## src/rtl/lc3b_types.sv

```systemverilog
// Shared LC-3b datapath types: words, register indices, the decoded control
// word and the IF/ID queue entry.
package lc3b_types;

  typedef logic [15:0] lc3b_word;
  typedef logic [2:0]  lc3b_reg;

  typedef enum logic [3:0] {
    op_br   = 4'h0,
    op_add  = 4'h1,
    op_ldb  = 4'h2,
    op_stb  = 4'h3,
    op_jsr  = 4'h4,
    op_and  = 4'h5,
    op_ldr  = 4'h6,
    op_str  = 4'h7,
    op_rti  = 4'h8,
    op_not  = 4'h9,
    op_ldi  = 4'hA,
    op_sti  = 4'hB,
    op_jmp  = 4'hC,
    op_shf  = 4'hD,
    op_lea  = 4'hE,
    op_trap = 4'hF
  } lc3b_opcode;

  typedef enum logic [1:0] {
    pcmux_inc  = 2'd0,
    pcmux_br   = 2'd1,
    pcmux_jmp  = 2'd2,
    pcmux_trap = 2'd3
  } lc3b_pcmux_sel;

  // Packs into exactly one 16-bit word so it can travel alongside instr/pc.
  typedef struct packed {
    lc3b_opcode    opcode;
    logic          load_regfile;
    logic          load_cc;
    logic          mem_read;
    logic          mem_write;
    logic [2:0]    alu_op;
    logic          sr2mux_sel;
    lc3b_pcmux_sel pcmux_sel;
    logic          marmux_sel;
    logic          br_en;
  } lc3b_control_word;

  typedef struct packed {
    lc3b_word         instr;
    lc3b_word         pc;
    lc3b_control_word ctrl;
  } ifid_entry_t;

  localparam lc3b_word         NOP_INSTR = 16'h0000;
  localparam lc3b_control_word CTRL_NONE = '0;

  // An all-zero instruction is a bubble, not a never-taken BR, so it must not
  // carry any control side effects down the pipe.
  function automatic lc3b_control_word filter_ctrl(input lc3b_word instr,
                                                   input lc3b_control_word ctrl);
    return (instr == NOP_INSTR) ? CTRL_NONE : ctrl;
  endfunction

endpackage

```

## src/rtl/ifid_queue_if.sv

```systemverilog
// Fetch-to-decode handshake bundle. master = surrounding pipeline (producer
// and consumer), slave = the queue itself.
interface ifid_queue_if #(
  parameter int DEPTH = 4
);
  import lc3b_types::*;

  localparam int CW = $clog2(DEPTH) + 1;

  logic             in_valid;
  logic             in_ready;
  lc3b_word         in_instr;
  lc3b_word         in_pc;
  lc3b_control_word in_ctrl;

  logic             out_valid;
  logic             out_ready;
  lc3b_word         out_pc;
  lc3b_word         out_imm5;
  lc3b_word         out_imm4;
  lc3b_word         out_offset6;
  lc3b_word         out_offset9;
  lc3b_word         out_offset11;
  lc3b_word         out_trapvect8;
  lc3b_reg          out_dest;
  lc3b_reg          out_src1;
  lc3b_reg          out_src2;
  lc3b_control_word out_ctrl;
  logic [CW-1:0]    count;

  modport master (
    output in_valid, in_instr, in_pc, in_ctrl, out_ready,
    input  in_ready, out_valid, out_pc, out_imm5, out_imm4, out_offset6,
           out_offset9, out_offset11, out_trapvect8, out_dest, out_src1,
           out_src2, out_ctrl, count
  );

  modport slave (
    input  in_valid, in_instr, in_pc, in_ctrl, out_ready,
    output in_ready, out_valid, out_pc, out_imm5, out_imm4, out_offset6,
           out_offset9, out_offset11, out_trapvect8, out_dest, out_src1,
           out_src2, out_ctrl, count
  );

endinterface

```

## src/rtl/ifid_decode.sv

```systemverilog
// Purely combinational field extraction for one IF/ID entry; shared by the
// queue head and the optional bypass path.
module ifid_decode
  import lc3b_types::*;
#(
  parameter int PC_INC = 2
) (
  input  ifid_entry_t      entry,
  output lc3b_word         pc_next,
  output lc3b_word         imm5,
  output lc3b_word         imm4,
  output lc3b_word         offset6,
  output lc3b_word         offset9,
  output lc3b_word         offset11,
  output lc3b_word         trapvect8,
  output lc3b_reg          dest,
  output lc3b_reg          src1,
  output lc3b_reg          src2,
  output lc3b_control_word ctrl
);

  lc3b_word instr;
  logic     unused_opcode_bits;

  assign instr = entry.instr;

  // The opcode already lives in the control word; the raw bits are not needed here.
  assign unused_opcode_bits = ^instr[15:12];

  assign pc_next   = entry.pc + 16'(PC_INC);
  assign dest      = instr[11:9];
  assign src1      = instr[8:6];
  assign src2      = instr[2:0];
  assign imm5      = {{11{instr[4]}}, instr[4:0]};
  assign imm4      = {12'b0, instr[3:0]};
  assign offset6   = {{9{instr[5]}}, instr[5:0], 1'b0};
  assign offset9   = {{6{instr[8]}}, instr[8:0], 1'b0};
  assign offset11  = {{4{instr[10]}}, instr[10:0], 1'b0};
  assign trapvect8 = {7'b0, instr[7:0], 1'b0};
  assign ctrl      = entry.ctrl;

endmodule

```

## src/rtl/ifid_queue.sv

```systemverilog
// Circular IF/ID buffer with valid/ready on both sides and decoded head fields.
// Define IFID_QUEUE_BYPASS_EN to let an empty queue forward in_* the same cycle.
module ifid_queue #(
  parameter int DEPTH  = 4,
  parameter int PC_INC = 2
) (
  input  logic        clk,
  input  logic        rst_n,
  input  logic        flush,
  ifid_queue_if.slave bus
);
  import lc3b_types::*;

  localparam int AW = $clog2(DEPTH);
  localparam int CW = AW + 1;

  ifid_entry_t      mem [DEPTH];
  logic [AW-1:0]    rd_ptr;
  logic [AW-1:0]    wr_ptr;
  logic [CW-1:0]    count_q;

  logic             queue_empty;
  logic             in_ready;
  logic             out_valid;
  logic             bypass_take;
  logic             push;
  logic             pop;
  ifid_entry_t      in_entry;
  ifid_entry_t      dec_entry;

  lc3b_word         dec_pc;
  lc3b_word         dec_imm5;
  lc3b_word         dec_imm4;
  lc3b_word         dec_offset6;
  lc3b_word         dec_offset9;
  lc3b_word         dec_offset11;
  lc3b_word         dec_trapvect8;
  lc3b_reg          dec_dest;
  lc3b_reg          dec_src1;
  lc3b_reg          dec_src2;
  lc3b_control_word dec_ctrl;

  assign queue_empty = (count_q == '0);
  assign in_ready    = (count_q < CW'(DEPTH));
  assign in_entry    = '{instr: bus.in_instr,
                         pc:    bus.in_pc,
                         ctrl:  filter_ctrl(bus.in_instr, bus.in_ctrl)};

`ifdef IFID_QUEUE_BYPASS_EN
  logic bypass_sel;

  // An empty queue shows the incoming entry directly; if it is consumed in the
  // same cycle it never occupies a slot.
  assign bypass_sel  = queue_empty && bus.in_valid && !flush;
  assign bypass_take = bypass_sel && bus.out_ready;
  assign out_valid   = !queue_empty || bypass_sel;
  assign dec_entry   = bypass_sel ? in_entry : mem[rd_ptr];
`else
  assign bypass_take = 1'b0;
  assign out_valid   = !queue_empty;
  assign dec_entry   = mem[rd_ptr];
`endif

  assign push = bus.in_valid && in_ready && !flush && !bypass_take;
  assign pop  = !queue_empty && bus.out_ready && !flush;

  ifid_decode #(
    .PC_INC (PC_INC)
  ) u_decode (
    .entry     (dec_entry),
    .pc_next   (dec_pc),
    .imm5      (dec_imm5),
    .imm4      (dec_imm4),
    .offset6   (dec_offset6),
    .offset9   (dec_offset9),
    .offset11  (dec_offset11),
    .trapvect8 (dec_trapvect8),
    .dest      (dec_dest),
    .src1      (dec_src1),
    .src2      (dec_src2),
    .ctrl      (dec_ctrl)
  );

  // Flush wins over everything, so a push or pop in the flush cycle is dropped.
  always_ff @(posedge clk or negedge rst_n) begin
    if (!rst_n) begin
      rd_ptr  <= '0;
      wr_ptr  <= '0;
      count_q <= '0;
    end else if (flush) begin
      rd_ptr  <= '0;
      wr_ptr  <= '0;
      count_q <= '0;
    end else begin
      if (push) wr_ptr <= wr_ptr + 1'b1;
      if (pop)  rd_ptr <= rd_ptr + 1'b1;
      case ({push, pop})
        2'b10:   count_q <= count_q + 1'b1;
        2'b01:   count_q <= count_q - 1'b1;
        default: count_q <= count_q;
      endcase
    end
  end

  always_ff @(posedge clk or negedge rst_n) begin
    if (!rst_n) begin
      for (int i = 0; i < DEPTH; i++) mem[i] <= '0;
    end else if (push) begin
      mem[wr_ptr] <= in_entry;
    end
  end

  assign bus.in_ready      = in_ready;
  assign bus.out_valid     = out_valid;
  assign bus.count         = count_q;

  // Data outputs read as zero whenever nothing valid is on offer.
  assign bus.out_pc        = out_valid ? dec_pc        : '0;
  assign bus.out_imm5      = out_valid ? dec_imm5      : '0;
  assign bus.out_imm4      = out_valid ? dec_imm4      : '0;
  assign bus.out_offset6   = out_valid ? dec_offset6   : '0;
  assign bus.out_offset9   = out_valid ? dec_offset9   : '0;
  assign bus.out_offset11  = out_valid ? dec_offset11  : '0;
  assign bus.out_trapvect8 = out_valid ? dec_trapvect8 : '0;
  assign bus.out_dest      = out_valid ? dec_dest      : '0;
  assign bus.out_src1      = out_valid ? dec_src1      : '0;
  assign bus.out_src2      = out_valid ? dec_src2      : '0;
  assign bus.out_ctrl      = out_valid ? dec_ctrl      : '0;

endmodule

```

## src/flat_wrapper.sv

```systemverilog
// flat-port wrapper written by rule: the top's interface ports become plain ports
module ifid_queue_flat import lc3b_types::*;
#(
  parameter int DEPTH  = 4,
  parameter int PC_INC = 2
)
  (clk, rst_n, flush, bus_in_valid, bus_in_instr, bus_in_pc, bus_in_ctrl, bus_out_ready, bus_in_ready, bus_out_valid, bus_out_pc, bus_out_imm5, bus_out_imm4, bus_out_offset6, bus_out_offset9, bus_out_offset11, bus_out_trapvect8, bus_out_dest, bus_out_src1, bus_out_src2, bus_out_ctrl, bus_count);
  ifid_queue_if #(.DEPTH(DEPTH)) bus_i ();
  input  logic clk;
  input  logic rst_n;
  input  logic flush;
  input wire logic [$bits(bus_i.in_valid)-1:0] bus_in_valid;
  input wire logic [$bits(bus_i.in_instr)-1:0] bus_in_instr;
  input wire logic [$bits(bus_i.in_pc)-1:0] bus_in_pc;
  input wire logic [$bits(bus_i.in_ctrl)-1:0] bus_in_ctrl;
  input wire logic [$bits(bus_i.out_ready)-1:0] bus_out_ready;
  output wire logic [$bits(bus_i.in_ready)-1:0] bus_in_ready;
  output wire logic [$bits(bus_i.out_valid)-1:0] bus_out_valid;
  output wire logic [$bits(bus_i.out_pc)-1:0] bus_out_pc;
  output wire logic [$bits(bus_i.out_imm5)-1:0] bus_out_imm5;
  output wire logic [$bits(bus_i.out_imm4)-1:0] bus_out_imm4;
  output wire logic [$bits(bus_i.out_offset6)-1:0] bus_out_offset6;
  output wire logic [$bits(bus_i.out_offset9)-1:0] bus_out_offset9;
  output wire logic [$bits(bus_i.out_offset11)-1:0] bus_out_offset11;
  output wire logic [$bits(bus_i.out_trapvect8)-1:0] bus_out_trapvect8;
  output wire logic [$bits(bus_i.out_dest)-1:0] bus_out_dest;
  output wire logic [$bits(bus_i.out_src1)-1:0] bus_out_src1;
  output wire logic [$bits(bus_i.out_src2)-1:0] bus_out_src2;
  output wire logic [$bits(bus_i.out_ctrl)-1:0] bus_out_ctrl;
  output wire logic [$bits(bus_i.count)-1:0] bus_count;
  assign bus_i.in_valid = bus_in_valid;
  assign bus_i.in_instr = bus_in_instr;
  assign bus_i.in_pc = bus_in_pc;
  assign bus_i.in_ctrl = bus_in_ctrl;
  assign bus_i.out_ready = bus_out_ready;
  assign bus_in_ready = bus_i.in_ready;
  assign bus_out_valid = bus_i.out_valid;
  assign bus_out_pc = bus_i.out_pc;
  assign bus_out_imm5 = bus_i.out_imm5;
  assign bus_out_imm4 = bus_i.out_imm4;
  assign bus_out_offset6 = bus_i.out_offset6;
  assign bus_out_offset9 = bus_i.out_offset9;
  assign bus_out_offset11 = bus_i.out_offset11;
  assign bus_out_trapvect8 = bus_i.out_trapvect8;
  assign bus_out_dest = bus_i.out_dest;
  assign bus_out_src1 = bus_i.out_src1;
  assign bus_out_src2 = bus_i.out_src2;
  assign bus_out_ctrl = bus_i.out_ctrl;
  assign bus_count = bus_i.count;
  ifid_queue #(.DEPTH(DEPTH), .PC_INC(PC_INC)) u_core (.clk(clk), .rst_n(rst_n), .flush(flush), .bus(bus_i));
endmodule
```

## config.mk

```make
export PLATFORM = sky130hd
export DESIGN_NAME = ifid_queue_flat
export DESIGN_NICKNAME = d
export VERILOG_FILES = /design/src/rtl/lc3b_types.sv /design/src/rtl/ifid_queue_if.sv /design/src/rtl/ifid_decode.sv /design/src/rtl/ifid_queue.sv /design/src/flat_wrapper.sv
export SDC_FILE = /design/constraint.sdc
export NUM_CORES = 1
export LEC_CHECK = 0
export CAP_MARGIN = 30
export CORE_MARGIN = 2
export CORE_UTILIZATION = 50
export CTS_CLUSTER_SIZE = 30
export DETAILED_ROUTE_END_ITERATION = 7
export PLACE_DENSITY = 0.8
export SLEW_MARGIN = 20
export SYNTH_ARGS = -nofsm -noshare
export SYNTH_HDL_FRONTEND = slang
export SYNTH_SLANG_ARGS = --single-unit
```

## constraint.sdc

```tcl
create_clock -name clk -period 2.8 [get_ports clk]
set_input_delay 0.56 -clock clk [delete_from_list [all_inputs] [get_ports clk]]
set_output_delay 0.56 -clock clk [all_outputs]
set_load 0.01 [all_outputs]
```

== Word-level counts from Yosys, hierarchy flattened ==
Cells that the tools add are included.

* Mux-type cells: 24
* Add/subtract/negate cells: 5
* $lt $le $gt $ge: 4
* Reduce and logical (&&, ||, !) cells: 12
* Bitwise operators: 2
* Equal/unequal tests: 2

{| class="wikitable"
|+ Operator list
! operator !! number
|-
| $bwmux 192 || 1
|-
| $mux 16 || 7
|-
| $bmux 48 s2 || 1
|-
| $demux 48 s2 || 1
|-
| $mux 44 || 2
|-
| $mux 48 || 1
|-
| $add 16x2->16 const B || 1
|-
| $logic_not 16->1 || 1
|-
| $mux 3 || 4
|-
| $mux 9 || 1
|-
| $mux 2 || 4
|-
| $ge 3x3->1 const B || 2
|-
| $not 2->3 || 2
|-
| $pmux 3 s2 || 1
|-
| $logic_and 1x1->1 || 5
|-
| $add 2x1->2 const B || 2
|-
| $mux 4 || 1
|-
| $reduce_bool 2->1 || 2
|-
| $add 3x1->3 const B || 1
|-
| $logic_not 3->1 || 1
|-
| $lt 3x1->1 const B || 1
|-
| $lt 3x3->1 const B || 1
|-
| $reduce_bool 3->1 || 1
|-
| $sub 3x1->3 const B || 1
|-
| other kinds (3) || 4
|}

* Output and inout bits: 142
* Logic and storage cells: 100
* Input port bits: 53
* Register bits after elaboration: 199

== Depth between registers and ports, before layout ==
* Depth in word-level cells: 7
* Depth in mapped cells: 9
* Mapped depth without buffers: 7

== Hierarchy ==
A second synthesis with hierarchy kept.

* Cells, all modules: 853
* Area, all modules: 10776.6 um^2

{| class="wikitable"
|+ By module, submodules not included
! module !! cells an instance !! sequential area each (um^2) !! times used !! area each (um^2)
|-
| ifid_queue || 692 || 4979.8 || 1 || 9576.7
|-
| ifid_decode || 161 || 0.0 || 1 || 1199.9
|}

== Least setup slack after synthesis ==
OpenSTA, ideal clock, no wires.

* Path type: register to output
* Start: register u_core.rd_ptr[0]
* End: output port bus_out_pc[11]
* Required time: 2.240 ns
* Cell stages (with the launch flop): 7
* Arrival time: 2.060 ns
* Path buffers: 1
* Setup slack: 0.180 ns
* Path through: dfrtp_1 > buf_6 > mux4_1 > ha_1 > nand4_1 > or4_1 > a21oi_1

* Cells in the longest elaborated chain, start to end: 6

{| class="wikitable"
|+ Ends and longest elaborated chain
! what !! RTL line !! source
|-
| start, declared || ifid_queue.sv:18 || <nowiki>logic [AW-1:0] rd_ptr;</nowiki>
|-
| start signal, assigned || ifid_queue.sv:96 || <nowiki>if (pop) rd_ptr <= rd_ptr + 1'b1;</nowiki>
|-
| $not 2->3 (not written as such) || ifid_queue.sv:61 || <nowiki>assign dec_entry = mem[rd_ptr];</nowiki>
|-
| $bmux 48 s2 || ifid_queue.sv:61 ||
|-
| $mux 44 (not written as such) (2 in series) || ifid_queue.sv:61 ||
|-
| $add 16x2->16 || ifid_decode.sv:30 || <nowiki>assign pc_next = entry.pc + 16'(PC_INC);</nowiki>
|-
| $mux 16 || ifid_queue.sv:118 || <nowiki>assign bus.out_pc = out_valid ? dec_pc : '0;</nowiki>
|-
| end, declared || flat_wrapper.sv:19 || <nowiki>output wire logic [$bits(bus_i.out_pc)-1:0] bus_out_pc;</nowiki>
|}

Every way passes these cells. The select of a mux whose other input is x is not followed.

== Final worst setup path ==
* Start: register u_core.rd_ptr[0]
* End: output port bus_out_pc[13]

Same word-level chain as after synthesis.

==> metrics.cfg <==
[placed_design]
place_inst=1097
pre_cts_slack_ns=-0.3464
hpwl_mm=13.66
portBuffers=171
gp_congestion=0.8903

[critical_path]
crit_path_end_kind=primary output
r2r_cells=8
required_ns=2.24
path_class=flop to primary output
start_kind=flop
worst-r2r-setup-slack_ns=0.51
critPathArrivalTime_ns=2.68
rr_startpoint=u_core.bus.count[1]$_DFFE_PN0P_
timing.rr.end=u_core.bus.count[2]$_DFFE_PN0P_
cp_max_fo=5

[clock_tree]
cts_tree=yes
h-tree-depth=4
clk_latency_ns=0.43
numCtsBuffers=17
clock-sinks=183
clockBufferDepth=2
root_buffer=clkbuf_16
cts.clk_slew.worst_paths_ns=0.06

[route]
drtIter0Drc=333
first_pass_iters=4
wire_per_inst_um=18.55
detail-route-antenna-nets=0
drc_errors=0
finalWirelength_mm=21.63
viasPerCell=5.427
vias=6328

[timing]
final.min_clock_period_ns=3.242
fin_crit_sh=1.158
clock.fmax_mhz=308.5
slew_viol_final=0
rsz0062_at_grt=yes
setup_violations=43
skew_ns=0.008581
setup_ws_ns=-0.4419
slew_headroom=0.4780
setup_tns_ns=-7.739
worst_pin_slew_ns=0.7814
hold_violations=0

[floorplan]
core-area_um2=18090
start_util=0.5145
ioPinCount=195
die-area_um2=19720
rows=49
die_w_um=140.4
dieHeight_um=140.4

[final_layout]
fin_util=0.6457
layoutNonFillerInstCount=1166
area_growth_pct=25.49
drive_gt1_frac=0.4322
nets=985
fillers=1336
antennaDiodeCount=0

[synthesis]
yosysTopAreaCellShare=0.4921
synth-main-ff-cell=dfrtp_1
synth_edf_count=0
ys_ff_latch=183
async_reset_ff_frac=1.000
synth_area_leaders=dfrtp_1 (49%), mux2_2 (14%), mux4_2 (9.2%)
synth_top_area_cell=dfrtp_1
synthCells=759
ys.warnings.count=0
ys_types=42
yosysSeqAreaShare=0.4921
avgSynthCellArea_um2=12.26
synth.cell_area_um2=9305

[grt]
antenna_found_initial=0
grt_max_degree=75
grt_util_all_layers=0.2154
grt_pass1_vias=6387
grt_pass1_wl_mm=33.34
overflow=0

[power]
power.leakage_nw=5.442
power.density_nw_per_um2=917.2
ir_worst_vdd_mv=0.5667

[job]
cap_violations=0

[hold_path]
hp-class=input pin to async pin

[status]
violations=setup timing
outcome=finished, violations left

worst max-delay path by stage:
stage | from | endpoint | slack (ns) | depth (start not counted)
finish | u_core.rd_ptr[0]$_DFFE_PN0P_ | bus_out_pc[13] | -0.44 | 8
global placement | u_core.rd_ptr[0]$_DFFE_PN0P_ | bus_out_pc[13] | -0.31 | 6
global route | u_core.rd_ptr[0]$_DFFE_PN0P_ | bus_out_pc[13] | -0.50 | 8
floorplan | u_core.rd_ptr[0]$_DFFE_PN0P_ | bus_out_pc[11] | 0.18 | 6
detailed placement | u_core.rd_ptr[0]$_DFFE_PN0P_ | bus_out_pc[12] | -0.35 | 5
CTS | u_core.rd_ptr[0]$_DFFE_PN0P_ | bus_out_pc[13] | -0.34 | 8
state kept, by name, summed over array words and instances (netlist names):
| register | cells |
|---|---|
| u_core.bus.count | 3 |
| u_core.mem | 176 |
| u_core.rd_ptr | 2 |
| u_core.wr_ptr | 2 |
worst max-delay path: stages, from the launching register on:
cell and delay, ns:
dfrtp_2 0.46, buf_6 0.14, mux4_2 0.37, ha_4 0.15
nand4_1 0.18, buf_4 0.21, or4_4 0.44, a21oi_4 0.14
buf_2 0.14
stage by stage:
step                hold slack, ns  power [mW]  instance area, um^2
floorplan                   0.2644       6.784                 9388
global placement            0.4556       8.158                10990
detailed placement          0.4656       8.316                10990
CTS                         0.1723       10.60                11630
global route                0.1926       11.32                11680
finish                      0.1484       10.71                11680
cell usage after synthesis, drive strengths merged (3+ instances only):
| cell type | n |
|---|---|
| mux4 | 44 |
| clkbuf | 22 |
| and2 | 30 |
| nor3 | 3 |
| nand2b | 18 |
| o21ai | 66 |
| nand2 | 73 |
| mux2 | 113 |
| o31ai | 6 |
| ha | 5 |
| xor2 | 3 |
| a21oi | 12 |
| nand3 | 5 |
| buf | 114 |
| dfrtp | 183 |
| nor2 | 13 |
| xnor2 | 5 |
| or4 | 5 |
| inv | 8 |
| nand4 | 6 |
| nor4 | 7 |
area by class of cell:
type | count | area (um^2) | area share
inverter | 8 | 30.03 | 0.002572
clock buffer | 21 | 440.4 | 0.03772
multi-input combinational | 457 | 4056 | 0.3474
clock inverter | 9 | 105.1 | 0.009000
sequential | 183 | 4582 | 0.3924
tap | 229 | 286.5 | 0.02454
timing repair buffer | 259 | 2177 | 0.1864
cells by family (layout without fill, tap and decap cells):
kind of cell / Yosys count / count (layout) / synth area share
buf+inv: 144 / 297 / 0.09910
flops: 183 / 183 / 0.4921
compound gates: 90 / 90 / 0.05190
mux: 159 / 159 / 0.2478
xor+xnor: 8 / 8 / 0.007530
simple gates: 168 / 171 / 0.09224
other cells: 1 / 23 / 0.0004030
fa+ha+maj: 6 / 6 / 0.008875
cells in the final DEF (no fill, tap or decap), types with 4 or more instances in the layout:
cell type and n:
dfrtp_1 181, mux2_2 113, clkbuf_2 74, clkdlybuf4s50_1 72, nand2_1 69, o21ai_0 66, buf_4 63, mux4_2 43
conb_1 23, clkbuf_16 19, buf_6 19, nand2b_1 18, and2_1 17, and2_4 16, nor2_1 13, buf_2 10
buf_12 9, inv_1 7, a21oi_1 6, dlymetal6s2s_1 6, o31ai_1 5, a21oi_2 5, nor4_1 5, nand4_1 4
nand3_1 4, xnor2_1 4, nand2_2 4, ha_1 4, clkinv_2 4, clkbuf_1 4
where the power goes:
part	switching [mW]	leakage (nW)	total (mW)	internal (mW)
clock	0.961	0.267	2.26	1.30
combinational	1.92	2.86	4.29	2.36
sequential	0.531	2.32	4.17	3.63
total	3.42	5.44	10.7	7.29
metal layers:
metal	vias up	track usage	wire length, um
met1	3213	0.2774	9260
met3	29	0.05333	1140
met5	-	0	0
met4	0	0.06486	275
li1	2891	-	-
met2	195	0.3635	10950
what timing repair did:
item                                   4_1_cts  5_1_grt
buffers inserted                            13       23
cloned                                       0        5
endpoints found under the hold margin        0        0
hold buffers                                 0        0
gates resized for setup                    134      205
pin swaps                                   11       10
setup endpoints to repair                  114      113
Note: power is estimated with default switching activity, not from simulation.
